$ cat config.mk
export PLATFORM = sky130hd
export DESIGN_NAME = mult_seq_flat
export DESIGN_NICKNAME = d
export VERILOG_FILES = /design/src/rtl/mult_pkg.sv /design/src/rtl/mult_seq_if.sv /design/src/rtl/mult_seq_shift_add_core.sv /design/src/rtl/mult_seq.sv /design/src/flat_wrapper.sv
export SDC_FILE = /design/constraint.sdc
export NUM_CORES = 1
export LEC_CHECK = 0
export BUFFER_PORTS_ARGS = -buffer_cell sky130_fd_sc_hd__buf_4
export CAP_MARGIN = 5
export CORE_MARGIN = 2
export CORE_UTILIZATION = 50
export CTS_CLUSTER_SIZE = 8
export DETAILED_ROUTE_END_ITERATION = 7
export HOLD_SLACK_MARGIN = 0.03
export PLACE_DENSITY = 0.74
export SLEW_MARGIN = 20
export SYNTH_ARGS = -nofsm -noshare
export SYNTH_HDL_FRONTEND = slang
export SYNTH_SLANG_ARGS = --single-unit
$ cat constraint.sdc
create_clock -name clk -period 3.79 [get_ports clk]
set_input_delay 0.758 -clock clk [delete_from_list [all_inputs] [get_ports clk]]
set_output_delay 0.758 -clock clk [all_outputs]
set_load 0.02 [all_outputs]
$ cat src/rtl/mult_pkg.sv
// mult_pkg: shared sequencer state type and default geometry for the pico MIPS shift-add multiplier.
package mult_pkg;
   typedef enum logic [1:0] {IDLE, LOAD, RUN, WRITE} mult_state_t;
   localparam int MULT_DATA_W  = 8;
   localparam int MULT_ADDR_W  = 3;
   localparam int MULT_ACC_REG = 2;
endpackage

$ cat src/rtl/mult_seq_if.sv
// mult_seq_if: decoder/register-file side of the multiplier; master drives requests and read data, slave is the sequencer.
interface mult_seq_if import mult_pkg::*; #(
   parameter int DATA_W = MULT_DATA_W,
   parameter int ADDR_W = MULT_ADDR_W
);
   logic              start;
   logic [ADDR_W-1:0] prog_address;
   logic [ADDR_W-1:0] prog_address2;
   logic [DATA_W-1:0] rd_data1;
   logic [DATA_W-1:0] rd_data2;
   logic [ADDR_W-1:0] address;
   logic [ADDR_W-1:0] address2;
   logic              wr_en;
   logic [ADDR_W-1:0] wr_address;
   logic [DATA_W-1:0] wr_data;
   logic              busy;
   logic              done;
   modport master (output start, prog_address, prog_address2, rd_data1, rd_data2,
                   input  address, address2, wr_en, wr_address, wr_data, busy, done);
   modport slave  (input  start, prog_address, prog_address2, rd_data1, rd_data2,
                   output address, address2, wr_en, wr_address, wr_data, busy, done);
endinterface

$ cat src/rtl/mult_seq_shift_add_core.sv
// shift_add_core: registered shift-add datapath (acc, mcand, mplier, cnt).
// With MULT_SIGNED_EN defined it multiplies magnitudes and re-applies the sign to the full product.
module shift_add_core import mult_pkg::*; #(
   parameter int DATA_W = MULT_DATA_W
) (
   input  logic              clk,
   input  logic              n_reset,
   input  logic              load_i,
   input  logic              step_i,
   input  logic [DATA_W-1:0] a_i,
   input  logic [DATA_W-1:0] b_i,
   output logic              last_o,
   output logic [DATA_W-1:0] prod_hi_o
);
   localparam int CNT_W = $clog2(DATA_W);
   logic [2*DATA_W-1:0] acc_q, acc_d, prod;
   logic [DATA_W-1:0]   mcand_q, mcand_d, mplier_q, mplier_d, a_mag, b_mag;
   logic [CNT_W-1:0]    cnt_q, cnt_d;
`ifdef MULT_SIGNED_EN
   logic neg_q, neg_d;
   assign a_mag = a_i[DATA_W-1] ? -a_i : a_i;
   assign b_mag = b_i[DATA_W-1] ? -b_i : b_i;
   assign neg_d = load_i ? a_i[DATA_W-1] ^ b_i[DATA_W-1] : neg_q;
   assign prod  = neg_q ? -acc_d : acc_d;
   always_ff @(posedge clk or negedge n_reset)
      if (!n_reset) neg_q <= 1'b0;
      else neg_q <= neg_d;
`else
   assign a_mag = a_i;
   assign b_mag = b_i;
   assign prod  = acc_d;
`endif
   assign last_o   = cnt_q == CNT_W'(DATA_W-1);
   assign acc_d    = load_i ? '0 : (step_i && mplier_q[0]) ? acc_q + ({{DATA_W{1'b0}}, mcand_q} << cnt_q) : acc_q;
   assign mcand_d  = load_i ? a_mag : mcand_q;
   assign mplier_d = load_i ? b_mag : step_i ? mplier_q >> 1 : mplier_q;
   assign cnt_d    = load_i ? '0 : (step_i && !last_o) ? cnt_q + CNT_W'(1) : cnt_q;
   // Product of this cycle's step, so the final sum is available at the edge that enters WRITE
   assign prod_hi_o = DATA_W'(prod >> DATA_W);
   always_ff @(posedge clk or negedge n_reset)
      if (!n_reset) begin
         acc_q    <= '0;
         mcand_q  <= '0;
         mplier_q <= '0;
         cnt_q    <= '0;
      end else begin
         acc_q    <= acc_d;
         mcand_q  <= mcand_d;
         mplier_q <= mplier_d;
         cnt_q    <= cnt_d;
      end
endmodule

$ cat src/rtl/mult_seq.sv
// mult_seq: multi-cycle multiplier sequencer; owns the register-file read ports while busy and writes the
// upper-half product to ACC_REG. Define MULT_SIGNED_EN for two's-complement operands.
module mult_seq import mult_pkg::*; #(
   parameter int                DATA_W  = MULT_DATA_W,
   parameter int                ADDR_W  = MULT_ADDR_W,
   parameter logic [ADDR_W-1:0] ACC_REG = ADDR_W'(MULT_ACC_REG)
) (
   input logic       clk,
   input logic       n_reset,
   mult_seq_if.slave bus
);
   mult_state_t       state_q, state_d;
   logic [ADDR_W-1:0] hold_q, hold_d;
   logic              wr_en_q, wr_en_d;
   logic [DATA_W-1:0] wr_data_q, wr_data_d, prod_hi;
   logic              last, fin, own;
   shift_add_core #(.DATA_W(DATA_W)) u_core (
      .clk       (clk),
      .n_reset   (n_reset),
      .load_i    (state_q == LOAD),
      .step_i    (state_q == RUN),
      .a_i       (bus.rd_data1),
      .b_i       (bus.rd_data2),
      .last_o    (last),
      .prod_hi_o (prod_hi)
   );
   assign fin       = state_q == RUN && last;
   assign state_d   = state_q == IDLE ? (bus.start ? LOAD : IDLE) :
                      state_q == LOAD ? RUN :
                      state_q == RUN  ? (last ? WRITE : RUN) : IDLE;
   assign hold_d    = (state_q == IDLE && bus.start) ? bus.prog_address : hold_q;
   assign wr_en_d   = fin;
   assign wr_data_d = fin ? prod_hi : wr_data_q;
   always_ff @(posedge clk or negedge n_reset)
      if (!n_reset) begin
         state_q   <= IDLE;
         hold_q    <= '0;
         wr_en_q   <= 1'b0;
         wr_data_q <= '0;
      end else begin
         state_q   <= state_d;
         hold_q    <= hold_d;
         wr_en_q   <= wr_en_d;
         wr_data_q <= wr_data_d;
      end
   // Operands are read through the decoder addresses until LOAD latches them
   assign own            = state_q == RUN || state_q == WRITE;
   assign bus.address    = own ? ACC_REG : bus.prog_address;
   assign bus.address2   = own ? hold_q : bus.prog_address2;
   assign bus.wr_en      = wr_en_q;
   assign bus.done       = wr_en_q;
   assign bus.wr_address = ACC_REG;
   assign bus.wr_data    = wr_data_q;
   assign bus.busy       = state_q != IDLE;
endmodule

$ cat src/flat_wrapper.sv
// flat-port wrapper written by rule: the top's interface ports become plain ports
module mult_seq_flat import mult_pkg::*;
#(
   parameter int                DATA_W  = MULT_DATA_W,
   parameter int                ADDR_W  = MULT_ADDR_W,
   parameter logic [ADDR_W-1:0] ACC_REG = ADDR_W'(MULT_ACC_REG)
)
  (clk, n_reset, bus_start, bus_prog_address, bus_prog_address2, bus_rd_data1, bus_rd_data2, bus_address, bus_address2, bus_wr_en, bus_wr_address, bus_wr_data, bus_busy, bus_done);
  mult_seq_if #(.DATA_W(DATA_W), .ADDR_W(ADDR_W)) bus_i ();
  input logic clk;
  input logic n_reset;
  input wire logic [$bits(bus_i.start)-1:0] bus_start;
  input wire logic [$bits(bus_i.prog_address)-1:0] bus_prog_address;
  input wire logic [$bits(bus_i.prog_address2)-1:0] bus_prog_address2;
  input wire logic [$bits(bus_i.rd_data1)-1:0] bus_rd_data1;
  input wire logic [$bits(bus_i.rd_data2)-1:0] bus_rd_data2;
  output wire logic [$bits(bus_i.address)-1:0] bus_address;
  output wire logic [$bits(bus_i.address2)-1:0] bus_address2;
  output wire logic [$bits(bus_i.wr_en)-1:0] bus_wr_en;
  output wire logic [$bits(bus_i.wr_address)-1:0] bus_wr_address;
  output wire logic [$bits(bus_i.wr_data)-1:0] bus_wr_data;
  output wire logic [$bits(bus_i.busy)-1:0] bus_busy;
  output wire logic [$bits(bus_i.done)-1:0] bus_done;
  assign bus_i.start = bus_start;
  assign bus_i.prog_address = bus_prog_address;
  assign bus_i.prog_address2 = bus_prog_address2;
  assign bus_i.rd_data1 = bus_rd_data1;
  assign bus_i.rd_data2 = bus_rd_data2;
  assign bus_address = bus_i.address;
  assign bus_address2 = bus_i.address2;
  assign bus_wr_en = bus_i.wr_en;
  assign bus_wr_address = bus_i.wr_address;
  assign bus_wr_data = bus_i.wr_data;
  assign bus_busy = bus_i.busy;
  assign bus_done = bus_i.done;
  mult_seq #(.DATA_W(DATA_W), .ADDR_W(ADDR_W), .ACC_REG(ACC_REG)) u_core (.clk(clk), .n_reset(n_reset), .bus(bus_i));
endmodule
==> out/results.txt, run 1 <==
Critical Path Sink Type = flop
combinational share of power = 62.5%
post-synth top area cell = dfrtp_1
share of the synthesized area in the top cell type = 37.5%
FMAX = 0.304 GHz
CTS H-tree lvls = 2
largest cells by area after synthesis = dfrtp_1 37%, ha_1 8.0%, mux2_2 7.6%, mux2i_1 5.2%, a21oi_1 4.3%
die area = 7210 um^2
Post-Syn Area = 3270 um^2
CTS buffer count = 5
Required @ worst endpoint = 3.97 ns
Clock Sinks = 49
sequential area share after synthesis = 37.5%
Least-Margin Pin Slew = 0.783 ns
Vias = 2644
first-pass GRT wire length = 11700 um
status = finished, final reports clean
synth unique cells = 52
share of cells above drive strength 1 = 22.6%
Max-cap violations = 0
initial detailed-routing violation count = 197
Leak = 0.00169 uW
FFs w/ async S/R, synth = 100%
number of global-route vias before repair = 2550
crit-path max cell delay = 0.66 ns
initial antenna violation count = 0
syn avg cell area = 9.30 um^2
# setup viols final = 0
CTS Hold Bufs = 0
Crit path max-delay family = compound AO/OA/AOI/OAI gates
min Tclk post-route = 3.29 ns
most numerous cell in the Yosys netlist = dfrtp_1
DRC = 0
sequential power share = 26.4%
Worst Path Max Fanout = 13
EDFF count, synth = 0
post-CTS resize count = 0
CTS max path bufs = 2
Min Hold Slack = 0.433 ns
clock slew at reported path FFs = 0.10 ns
Initial Utilization = 51.5%
Syn Inst Count = 352
pwr dens = 995 nW/um^2
#FFs+latches synth = 49
port bufs = 41
Rows = 29
Final Non-Filler Cells = 457
max-slew violation count = 0
type of the worst setup path = reg -> reg
Final Hold Viols = 0
DRT antenna net count = 0
Most common cell on crit path = mux2_2
Slowest cell on crit path = dfrtp_1
I/O Pins = 45
Cells after DPL = 449
Via density = 5.79
crit-path cells = mux2_2, nand2_1, o21ai_0, and2_1, ha_1, a211o_1, a21oi_2, a21o_1, mux2_2, a31oi_1, o31ai_1
Vert. Die Dim = 84.9 um
largest net degree at the start of global routing = 50
Wirelength per Cell = 15.1 um
Buf/Inv on CP = 0
ant diodes = 0
total power = 3670 uW
top post-synthesis cells by count = 49 x dfrtp_1, 34 x nand2_1, 28 x a21oi_1, 28 x nor2_1, 22 x mux2_2
crit path DAT = 3.47 ns
Critical Path Start Type = flop
hpwl dp = 5170 um
Synth-to-Final Area Change = 12.8%
Rel. slew slack = 47.7%
Internal Power = 1950 uW
Skew-Pair Late Insertion Delay = 0.31 ns
switch share = 47.0%
Max IR drop VDD = 603 uV
Max Clock Skew = 0.00364 ns
synth warn = 0
Root Buffer = clkbuf_8
Clk network pwr share = 11.1%
Switching Power = 1730 uW
Hold/Removal Path Class = in -> async
core region area = 6350 um^2
global route overflow = 0
Die Width = 84.9 um
RSZ-0062 raised after global routing = no
# nets final = 426
most used flip-flop cell after synthesis = dfrtp_1
Final Cycle Share = 86.8%
GR Util All Layers = 20.0%
final WL = 6920 um
drt first pass iters = 4
last weighted congestion value of the routability-driven placer = 0.855
setup bufs post-CTS = 0
TNS Setup = 0 ns
TritonCTS clock tree = yes
-- final timing paths --
check / start / endpoint / slack, ns / depth (start not counted)
max: u_core.u_core.cnt_q[1]$_DFFE_PN0P_ / u_core.bus.wr_data[7]$_DFFE_PN0P_ / 0.50 / 11
min: n_reset / u_core.u_core.acc_q[11]$_DFF_PN0_ / 0.43 / 1
max reg2reg: u_core.u_core.cnt_q[1]$_DFFE_PN0P_ / u_core.bus.wr_data[7]$_DFFE_PN0P_ / 0.50 / 11
min reg2reg: u_core.bus.wr_data[1]$_DFFE_PN0P_ / u_core.bus.wr_data[1]$_DFFE_PN0P_ / 0.51 / 2
max in group asynchronous: n_reset / u_core.bus.done$_DFF_PN0_ / 2.91 / 1
min in group clk: u_core.bus.wr_data[1]$_DFFE_PN0P_ / u_core.bus.wr_data[1]$_DFFE_PN0P_ / 0.51 / 2
-- state kept, by name, indices dropped and copies added, names as in the netlist --
| register | cells |
|---|---|
| u_core.bus.done | 1 |
| u_core.bus.wr_data | 8 |
| u_core.hold_q | 3 |
| u_core.state_q | 2 |
| u_core.u_core.acc_q | 16 |
| u_core.u_core.cnt_q | 3 |
| u_core.u_core.mcand_q | 8 |
| u_core.u_core.mplier_q | 8 |
-- per-layer routing --
| metal | vias up | share of wire (%) | track usage (%) |
|---|---|---|---|
| met5 | - | 0 | 0 |
| met4 | 0 | 1.1 | 4.76 |
| met3 | 7 | 4.6 | 3.50 |
| met2 | 61 | 50 | 34.1 |
| met1 | 1269 | 45 | 26.7 |
| li1 | 1307 | - | - |
-- layout by cell type (no fill, tap or decap), types with 2 or more instances in the layout --
master,synthesis,layout
or3_1,4,4
a21o_2,2,2
nand3b_1,4,4
xnor2_1,4,4
nand3_1,5,5
clkbuf_8,0,5
a21oi_2,4,4
ha_1,21,21
nor2b_1,6,6
nand2_1,34,34
buf_4,4,42
inv_6,0,2
mux2i_1,17,17
a31oi_1,7,7
a21o_1,5,5
a21oi_1,28,28
and2_1,6,6
a211oi_1,6,6
nor2_1,28,28
a211o_1,2,2
o31ai_1,3,3
inv_1,14,14
mux2_2,22,22
o22ai_1,5,5
nor3_1,4,4
o21a_1,2,2
o21ai_0,14,14
xor2_1,3,3
dfrtp_1,49,49
nand4_1,5,5
nand2b_1,3,3
nor4_1,3,3
conb_1,2,3
-- cells by family (layout without fill, tap and decap cells) --
family                     after synthesis  count (layout)  synth area share [%]
DFF                                     49              49                  37.5
and+or+nand+nor                        107             107                  15.7
xor gates and xnor gates                 7               7                  1.87
AOI/OAI and AO/OA                       88              88                  17.9
buffers and inverters                   37              64                  5.01
muxes                                   40              40                  13.2
adders and majority gates               22              22                  8.64
other                                    2               3                 0.230
-- per-stage QoR --
step           utilization [%]  setup WS [ns]  area, um^2
3_5_place_dp              56.3          0.513        3580
3_3_place_gp              56.3          0.636        3580
5_1_grt                   58.1          0.286        3690
2_1_floorplan                -          0.948        3280
6_report                  58.1          0.501        3690
4_1_cts                   58.1          0.490        3690
-- area by class of cell --
class                      count  area, um^2
fill                         548        2660
multi-input combinational    267        1890
sequential                    49        1230
timing repair buffer          42         315
tap                           77        96.3
clock buffer                   5        68.8
inverter                      14        52.6
clock inverter                 3        47.5
-- power groups by stage --
stage	clock network [uW]	registers, uW	logic (uW)
after detailed placement	0	977	2290
final	407	971	2300
after global placement	0	966	2230
after floorplan	0	931	1850
after global routing	428	1010	2580
after CTS	410	971	2290
-- worst register-to-register path, stage by stage (launching register included) --
cell and delay, ns:
dfrtp_1 0.66, mux2_2 0.41, nand2_1 0.06, o21ai_0 0.11
and2_1 0.21, ha_1 0.40, a211o_1 0.31, a21oi_2 0.22
a21o_1 0.21, mux2_2 0.34, a31oi_1 0.14, o31ai_1 0.08
No activity file was read; power rests on OpenSTA's default activity.
==> inputs of run 2 (changes only) <==
Settings changed: RECOVER_POWER set to 100.
==> out/results.txt, run 2 (synthesis results as in run 1) <==
status = finished, violations left
violated checks = capacitance limit, slew limit
hpwl dp = 5170 um (unchanged)
Required @ worst endpoint = 3.96 ns (about the same)
Rows = 29 (unchanged)
met2 Use GR = 34.1% (unchanged)
Die Width = 84.9 um (unchanged)
global route overflow = 0 (unchanged)
I/O Pins = 45 (unchanged)
CP endpoint = u_core.bus.wr_data[7]$_DFFE_PN0P_
commonest cells after routing, fill and taps aside = 49 x dfrtp_1, 34 x nand2_1, 30 x a21oi_1
drt first pass iters = 4 (unchanged)
Internal Power = 1880 uW (-3.5%)
M1 GR Usage = 26.7% (unchanged)
DRC = 0 (unchanged)
Worst Path Max Fanout = 13 (unchanged)
ant diodes = 0 (unchanged)
Vias = 2623 (-0.79%)
post-CTS resize count = 0 (unchanged)
Via density = 5.74 (-0.79%)
largest net degree at the start of global routing = 50 (unchanged)
Critical Path Start = u_core.u_core.cnt_q[1]$_DFFE_PN0P_
R2R Path End = u_core.bus.wr_data[7]$_DFFE_PN0P_
CTS buffer count = 5 (unchanged)
Critical Path Start Type = flop
commonest non-fill, non-tap cell in the layout = dfrtp_1
Least-Margin Pin Slew = 2.61 ns (+1.83 ns)
Final Cycle Share = 87.5% (+0.73 points)
Wirelength per Cell = 15.2 um (about the same)
Skew-Pair Late Insertion Delay = 0.31 ns (about the same)
FMAX = 0.301 GHz (-0.83%)
RSZ-0062 raised after global routing = no
Clk network pwr share = 11.3% (+0.2 points)
worst flop-to-flop path startpoint = u_core.u_core.cnt_q[1]$_DFFE_PN0P_
max reg flops = 16 (unchanged)
core region area = 6350 um^2 (unchanged)
R2R depth = 11 (unchanged)
clock slew at reported path FFs = 0.10 ns (about the same)
Critical Path Sink Type = flop
TNS Setup = 0 ns (unchanged)
Max Clock Skew = 0.00290 ns (-0.000748 ns)
Clock Sinks = 49 (unchanged)
sequential power share = 27.0% (+0.6 points)
min Tclk post-route = 3.32 ns (+0.0275 ns)
# nets final = 426 (unchanged)
switch share = 47.6% (+0.67 points)
die area = 7210 um^2 (unchanged)
last weighted congestion value of the routability-driven placer = 0.855 (unchanged)
Rel. slew slack = -74.1% (-120 points)
DRT antenna net count = 0 (unchanged)
combinational share of power = 61.7% (-0.8 points)
port bufs = 41 (unchanged)
number of global-route vias before repair = 2550 (unchanged)
CTS max path bufs = 2 (unchanged)
Switching Power = 1710 uW (-0.89%)
Vert. Die Dim = 84.9 um (unchanged)
crit path DAT = 3.49 ns (+0.02 ns)
pwr dens = 994 nW/um^2 (-0.12%)
slack of the worst reg-to-reg path = 0.47 ns (-0.03 ns)
Synth-to-Final Area Change = 10.4%
TritonCTS clock tree = yes
initial detailed-routing violation count = 180 (-8.6%)
Place WS = 0.513 ns (unchanged)
final setup margin = 0.473 ns (-0.0275 ns)
Final Hold Viols = 0 (unchanged)
final WL = 6930 um (about the same)
GR Util met3 = 3.50% (unchanged)
Leak = 0.00163 uW (-3.9%)
Max-cap violations = 1 (+1)
# setup viols final = 0 (unchanged)
Hold/Removal Path Class = reg -> reg
first-pass GRT wire length = 11700 um (unchanged)
type of the worst setup path = reg -> reg
CTS H-tree lvls = 2 (unchanged)
Largest Register = u_core.u_core.acc_q
max-slew violation count = 50 (+50)
GR Util All Layers = 20.0% (unchanged)
Max IR drop VDD = 566 uV (-6.1%)
Root Buffer = clkbuf_8
setup bufs post-CTS = 0 (unchanged)
share of cells above drive strength 1 = 16.6% (-6.1 points)
gr busiest metal = met2
initial antenna violation count = 0 (unchanged)
CTS Hold Bufs = 0 (unchanged)
Initial Utilization = 51.5% (unchanged)
[run 2: cell types whose count changed in the layout (fill, tap and decap cells not counted), sizes merged]
cell,change
clkbuf,+17
buf,-17
[run 2: final cells by class]
class                           instances  area [um^2]
Clock buffer                            5         68.8
Clock inverter                          3         47.5
Fill cell                             551         2740
Inverter                               14         52.6
Multi-Input combinational cell        267         1870
Sequential cell                        49         1230
Tap cell                               77         96.3
Timing Repair Buffer                   42          251
[run 2: per-layer routing]
metal | vias up | share of wire (%)
met5 | - | 0
li1 | 1301 | -
met2 | 56 | 49
met1 | 1260 | 46
met3 | 6 | 4.6
met4 | 0 | 1.0
[run 2: critical path, stage by stage (launching register included)]
cell,delay (ns)
dfrtp_1,0.66
mux2_1,0.40
nand2_1,0.07
o21ai_0,0.11
and2_1,0.21
ha_1,0.40
a211o_1,0.30
a21oi_1,0.26
a21o_1,0.22
mux2_2,0.34
a31oi_1,0.14
o31ai_1,0.08
[run 2: through the flow]
step	hold WS [ns]	utilization [%]	power, uW	instances	instance area, um^2
after global routing	0.528	56.9	3930	457	3610
after floorplan	0.462	-	2780	353	3280
final	0.503	56.9	3590	457	3610
after CTS	0.483	58.1	3670	457	3690
after detailed placement	0.485	56.3	3270	449	3580
after global placement	0.466	56.3	3200	449	3580
[run 2: how the worst min path moves through the flow]
stage / startpoint / end / slack, ns / cells after the start
after floorplan: n_reset / u_core.bus.done$_DFF_PN0_ / 0.46 / 0
after global placement: u_core.bus.wr_data[1]$_DFFE_PN0P_ / u_core.bus.wr_data[1]$_DFFE_PN0P_ / 0.47 / 2
after detailed placement: u_core.bus.wr_data[1]$_DFFE_PN0P_ / u_core.bus.wr_data[1]$_DFFE_PN0P_ / 0.49 / 2
after CTS: n_reset / u_core.bus.wr_data[3]$_DFFE_PN0P_ / 0.48 / 1
after global routing: u_core.bus.wr_data[1]$_DFFE_PN0P_ / u_core.bus.wr_data[1]$_DFFE_PN0P_ / 0.53 / 2
final: u_core.bus.wr_data[1]$_DFFE_PN0P_ / u_core.bus.wr_data[1]$_DFFE_PN0P_ / 0.50 / 2
[run 2: power groups by stage]
stage               sequential [uW]  clock [uW]  combinational, uW
global placement                966           0               2230
floorplan                       931           0               1850
CTS                             971         410               2290
global route                   1010         428               2500
detailed placement              977           0               2290
finish                          970         405               2210
